$ cat config.mk
export PLATFORM = sky130hd
export DESIGN_NAME = tla_cap_sequencer
export DESIGN_NICKNAME = d
export VERILOG_FILES = /design/src/rtl/tla_cap_sequencer.sv
export SDC_FILE = /design/constraint.sdc
export NUM_CORES = 1
export LEC_CHECK = 0
export ABC_AREA = 1
export CORE_MARGIN = 4
export CORE_UTILIZATION = 48
export DETAILED_ROUTE_END_ITERATION = 7
export HOLD_SLACK_MARGIN = 0.1
export PLACE_DENSITY = 0.83
export SLEW_MARGIN = 20
export SYNTH_ARGS = -nofsm -noshare
export SYNTH_HDL_FRONTEND = slang
export SYNTH_SLANG_ARGS = --single-unit
$ cat constraint.sdc
create_clock -name Gc_clk125 -period 3.2 [get_ports Gc_clk125]
set_input_delay 0.64 -clock Gc_clk125 [delete_from_list [all_inputs] [get_ports Gc_clk125]]
set_output_delay 0.64 -clock Gc_clk125 [all_outputs]
set_load 0.01 [all_outputs]
$ cat src/rtl/tla_cap_sequencer.sv
// tla_cap_sequencer: per-phase capture config/trigger, ready wait and merged-word drain into a registered valid/ready stage.
// Optional ready timeout with sticky sts_err when TLA_SEQ_TIMEOUT_EN is defined.
module tla_cap_sequencer #(
  parameter int TOP0_0 = 3,
  parameter int LDD0_0 = 32,
  parameter int ADC0_1 = 56,
  parameter int ADC0_2 = 2,
  parameter int LEN_W = 16
`ifdef TLA_SEQ_TIMEOUT_EN
  ,
  parameter int TMO_W = 24
`endif
) (
  input  logic              Gc_clk125,
  input  logic              Gc_rst,
  input  logic              cfg_start,
  input  logic              cfg_abort,
  input  logic              cfg_mode,
  input  logic [TOP0_0-1:0] cfg_wdis,
  input  logic [LDD0_0-1:0] cfg_plus,
  input  logic [LEN_W-1:0]  cfg_len,
  input  logic [ADC0_2-1:0] cfg_nphase,
  output logic              Gc_cap_mode,
  output logic [TOP0_0-1:0] Gc_cap_wdis,
  output logic [LDD0_0-1:0] Gc_cap_plus,
  output logic              Gc_cap_trig,
  input  logic              Gc_capr_rdy,
  output logic              Gc_cap_cmpt,
  output logic [ADC0_2-1:0] Gc_cap_phase,
  input  logic [ADC0_1-1:0] Gc_merge_data,
  input  logic              Gc_merge_datv,
  output logic              Gc_merge_datr,
  output logic [ADC0_1-1:0] out_data,
  output logic              out_valid,
  input  logic              out_ready,
  output logic              sts_busy,
  output logic              sts_done,
  output logic              sts_err,
  output logic [LEN_W-1:0]  sts_wcnt
);
  typedef enum logic [2:0] {IDLE, ARM, TRIG, WAIT_RDY, DRAIN, NEXT, DONE} state_t;
  state_t state, state_nx;
  logic arm_q;
  logic [LEN_W-1:0] len_q, wcnt;
  logic [ADC0_2-1:0] nphase_q;
  logic accept, abort_act, start_act, tmo_hit;
  assign sts_busy = state != IDLE;
  assign abort_act = cfg_abort && sts_busy;
  assign start_act = state == IDLE && cfg_start && !cfg_abort;
  assign Gc_cap_trig = state == TRIG && !cfg_abort;
  assign Gc_cap_cmpt = state == DONE && !cfg_abort;
  assign sts_done = Gc_cap_cmpt;
  assign sts_wcnt = wcnt;
  assign Gc_merge_datr = state == DRAIN && !cfg_abort && wcnt < len_q && (!out_valid || out_ready);
  assign accept = Gc_merge_datr && Gc_merge_datv;
`ifdef TLA_SEQ_TIMEOUT_EN
  logic [TMO_W-1:0] tmo_cnt;
  logic err_q;
  assign sts_err = err_q;
  // Leave on the edge where the counter would reach all-ones.
  assign tmo_hit = state == WAIT_RDY && !Gc_capr_rdy && tmo_cnt == {{(TMO_W-1){1'b1}}, 1'b0};
  always_ff @(posedge Gc_clk125 or negedge Gc_rst) begin
    if (!Gc_rst) begin
      tmo_cnt <= '0;
      err_q <= 1'b0;
    end else begin
      tmo_cnt <= state == WAIT_RDY ? tmo_cnt + 1'b1 : '0;
      if (start_act) err_q <= 1'b0;
      else if (tmo_hit && !cfg_abort) err_q <= 1'b1;
    end
  end
`else
  assign sts_err = 1'b0;
  assign tmo_hit = 1'b0;
`endif
  always_comb begin
    state_nx = state;
    if (abort_act) state_nx = IDLE;
    else
      case (state)
        IDLE:     state_nx = start_act ? ARM : IDLE;
        ARM:      state_nx = arm_q ? TRIG : ARM;
        TRIG:     state_nx = WAIT_RDY;
        WAIT_RDY: state_nx = Gc_capr_rdy ? (len_q == '0 ? NEXT : DRAIN) : (tmo_hit ? IDLE : WAIT_RDY);
        DRAIN:    state_nx = (wcnt == len_q && !out_valid) ? NEXT : DRAIN;
        NEXT:     state_nx = Gc_cap_phase == nphase_q ? DONE : ARM;
        DONE:     state_nx = IDLE;
        default:  state_nx = IDLE;
      endcase
  end
  always_ff @(posedge Gc_clk125 or negedge Gc_rst) begin
    if (!Gc_rst) begin
      state <= IDLE;
      arm_q <= 1'b0;
      Gc_cap_mode <= 1'b0;
      Gc_cap_wdis <= '0;
      Gc_cap_plus <= '0;
      Gc_cap_phase <= '0;
      len_q <= '0;
      nphase_q <= '0;
      wcnt <= '0;
      out_data <= '0;
      out_valid <= 1'b0;
    end else begin
      state <= state_nx;
      arm_q <= state == ARM && !arm_q && state_nx == ARM;
      if (start_act) begin
        Gc_cap_mode <= cfg_mode;
        Gc_cap_wdis <= cfg_wdis;
        Gc_cap_plus <= cfg_plus;
        len_q <= cfg_len;
        nphase_q <= cfg_nphase;
        Gc_cap_phase <= '0;
      end else if (state == NEXT && !cfg_abort && Gc_cap_phase != nphase_q)
        Gc_cap_phase <= Gc_cap_phase + 1'b1;
      if (state == ARM) wcnt <= '0;
      else if (accept) wcnt <= wcnt + 1'b1;
      if (abort_act) out_valid <= 1'b0;
      else if (accept) begin
        out_data <= Gc_merge_data;
        out_valid <= 1'b1;
      end else if (out_ready) out_valid <= 1'b0;
    end
  end
endmodule

==> out/qor.txt <==
CP Capture Type = output pin
internal power = 4.86 mW
CTS max path bufs = 2
clk sinks = 133
placement-stage cell area = 0.00871 mm²
synth unique cells = 31
Pre-antenna DRT Iters = 5
Hold Path Class = input pin to asynchronous set/reset pin
crit path DAT = 2.40 ns
synthesized area = 0.00632 mm²
Rows = 41
Via density = 4.75
Root Driver = clkbuf_16
area leader, netlist = dfrtp_1
CTS Buf Count = 17
IO Pins = 234
xor/xnor share of the synthesized area = 1.80%
DIE HEIGHT = 123 µm
Synth top area share = 52.7%
worst-margin pin slew = 0.664 ns
largest family of logic cells by synthesized area = simple AND/OR/NAND/NOR gates
final setup fails = 0
Worst setup SP type = flip-flop
DRT Wirelength = 17,100 µm
starting density of the core = 49.5%
YS warnings = 0
PwrDens = 775 mW/mm²
Seq pwr share = 35.8%
Final nets = 1,103
drt drc = 0
Cells after DPL = 1,122
Post-Layout Inst Area = 0.00932 mm²
post-synthesis sequential area ratio = 52.7%
Synth Instances = 742
Area Growth Syn to Fin = 47.5%
Max transition margin = 55.7%
Clock Pin Slew Worst Setup and Hold Paths = 0.05 ns
DP HPWL = 12,400 µm
Setup TNS = 0 ns
Final period util = 94.9%
initial antenna violation count = 0
Skew-Pair Late Insertion Delay = 0.42 ns
Synth Area in Compound Gates = 9.68%
vias = 5,486
most common cell after layout, fill and taps aside = nand2_1
WL/cell = 14.8 µm
layout cell share with drive strength beyond 1 = 9.27%
commonest non-fill, non-tap cells in the layout = nand2_1 (269), clkdlybuf4s50_1 (231), dfrtp_1 (133)
Post-synth EDFFs = 0
commonest register cell after synthesis = dfrtp_1
Req. time, crit path = 2.56 ns
Post-Synth Adder-Cell Area = 3.37%
Core Area = 0.0128 mm²
outcome = complete, no violations
Clock power frac = 27.5%
mux contribution to synthesized area = 0%
Comb power frac = 36.7%
CP max FO = 5
post-place setup slack = 0.170 ns
sw frac = 32.7%
Net Sw Power = 2.36 mW
Area contributors post-synth = dfrtp_1 (53%), nand2_1 (16%), o21ai_2 (6.4%), inv_1 (5.7%), ha_1 (3.4%)
Non-Filler Instances = 1,154
gr usage total = 23.8%
Hold Buf Count CTS = 0
global-route wire length before repair = 27,600 µm
Worst Skew = 0.0121 ns
number of diodes = 0
critical path type = flip-flop to output pin
DIE AREA = 0.0151 mm²
DRT antenna net count = 0
worst setup margin = 0.163 ns
GPL Wtd Cong = 0.922
maxcap violations = 0
global route overflow = 0
Filler Cell Count = 933
Max Freq = 329 MHz
CTS tree = yes
Final Hold Fails = 0
asr flop ratio synth = 100%
simple-gate share of the synthesized area = 23.2%
Leak = 4.57 nW
Syn Area/Cell = 8.52 µm²
Peak VDD IR = 0.629 mV
die width = 123 µm
H-Tree Depth = 4
Final Max Tran Viols = 0
largest net degree at the start of global routing = 87
Post-Syn Nets = 876
vias in the first global route = 5,444
PortBufs = 232
RSZ-0062 raised after global routing = no
drt initial violations = 577
Period minus WS final = 3.04 ns
synthesized flop and latch total = 133
-- flip-flops by register name (all words and copies together) (netlist names) --
register and cells:
Gc_cap_mode 1, Gc_cap_phase 2, Gc_cap_plus 32, Gc_cap_wdis 3, arm_q 1, len_q 16
nphase_q 2, out_data 56, out_valid 1, state 3, sts_wcnt 16
-- worst paths after layout --
check / startpoint / end / slack (ns) / cells after the start
max reg2reg: sts_wcnt[15] / out_data[0] / 0.83 / 10
min reg2reg: arm_q / arm_q / 0.46 / 1
min in group Gc_clk125: arm_q / arm_q / 0.46 / 1
max: sts_wcnt[15] / Gc_merge_datr / 0.16 / 8
min: Gc_rst / out_data[10] / 0.19 / 1
max in group asynchronous: Gc_rst / out_data[5] / 2.15 / 2
-- cell families (layout without fill, tap and decap cells) --
| logic type | after synthesis | count (layout) |
|---|---|---|
| and+or+nand+nor | 364 | 364 |
| xor gates and xnor gates | 13 | 13 |
| AOI/OAI and AO/OA | 86 | 86 |
| other | 1 | 1 |
| adders and majority gates | 17 | 17 |
| buffers and inverters | 128 | 368 |
| DFF | 133 | 133 |
-- per-layer routing --
| metal | vias up | routed length [µm] | global-route usage [%] |
|---|---|---|---|
| met4 | 0 | 274 | 6.86 |
| met5 | - | 0 | 0 |
| met3 | 19 | 1610 | 9.72 |
| li1 | 2737 | - | - |
| met1 | 2546 | 6450 | 27.8 |
| met2 | 184 | 8740 | 40.2 |
-- cell usage after synthesis, types with 7 or more instances --
master / n
nor3_1: 9
dfrtp_1: 133
buf_6: 12
clkbuf_1: 13
nand3_1: 32
nand4_1: 7
a21oi_1: 11
ha_1: 17
o21ai_0: 21
nor2_1: 38
nand2_1: 269
xor2_1: 9
inv_1: 96
o21ai_2: 46
-- critical path, stage by stage (launching register included) --
cell	delay, ns
dfrtp_1	0.44
ha_1	0.33
nand2_1	0.06
inv_1	0.07
nand3_1	0.10
nor3_2	0.19
nand2_1	0.16
and2_1	0.18
clkdlybuf4s50_1	0.47
-- area by class of cell --
class / count / area [µm²] / share of cell area, %
clock buffers: 23 / 478 / 5.13
well taps: 172 / 215 / 2.31
inverters: 97 / 364 / 3.91
multi-input cells: 481 / 2420 / 26.0
clock inverters: 9 / 125 / 1.34
repair buffers: 239 / 2390 / 25.6
flip-flops and latches: 133 / 3330 / 35.7
-- per-stage QoR --
stage          hold WS, ns  total power [mW]  util, %
6_report             0.187              7.22     73.0
5_1_grt              0.217              7.66     73.0
4_1_cts              0.200              7.29     72.9
3_5_place_dp         0.458              5.26     68.2
3_3_place_gp         0.450              5.18     68.2
2_1_floorplan        0.344              3.81        -
-- what timing repair did --
item / CTS / global route
setup endpoints to repair: 0 / 1
setup buffers: 0 / 0
endpoints found under the hold margin: 0 / 0
resized for setup: 0 / 1
-- power by group through the flow --
stage | Combinational (mW) | Clock (mW) | Sequential [mW]
3_3_place_gp | 2.60 | 0 | 2.57
6_report | 2.65 | 1.98 | 2.59
4_1_cts | 2.69 | 2.02 | 2.59
5_1_grt | 2.91 | 2.10 | 2.65
3_5_place_dp | 2.66 | 0 | 2.60
2_1_floorplan | 1.04 | 0 | 2.78
Note: power is estimated with default switching activity, not from simulation.
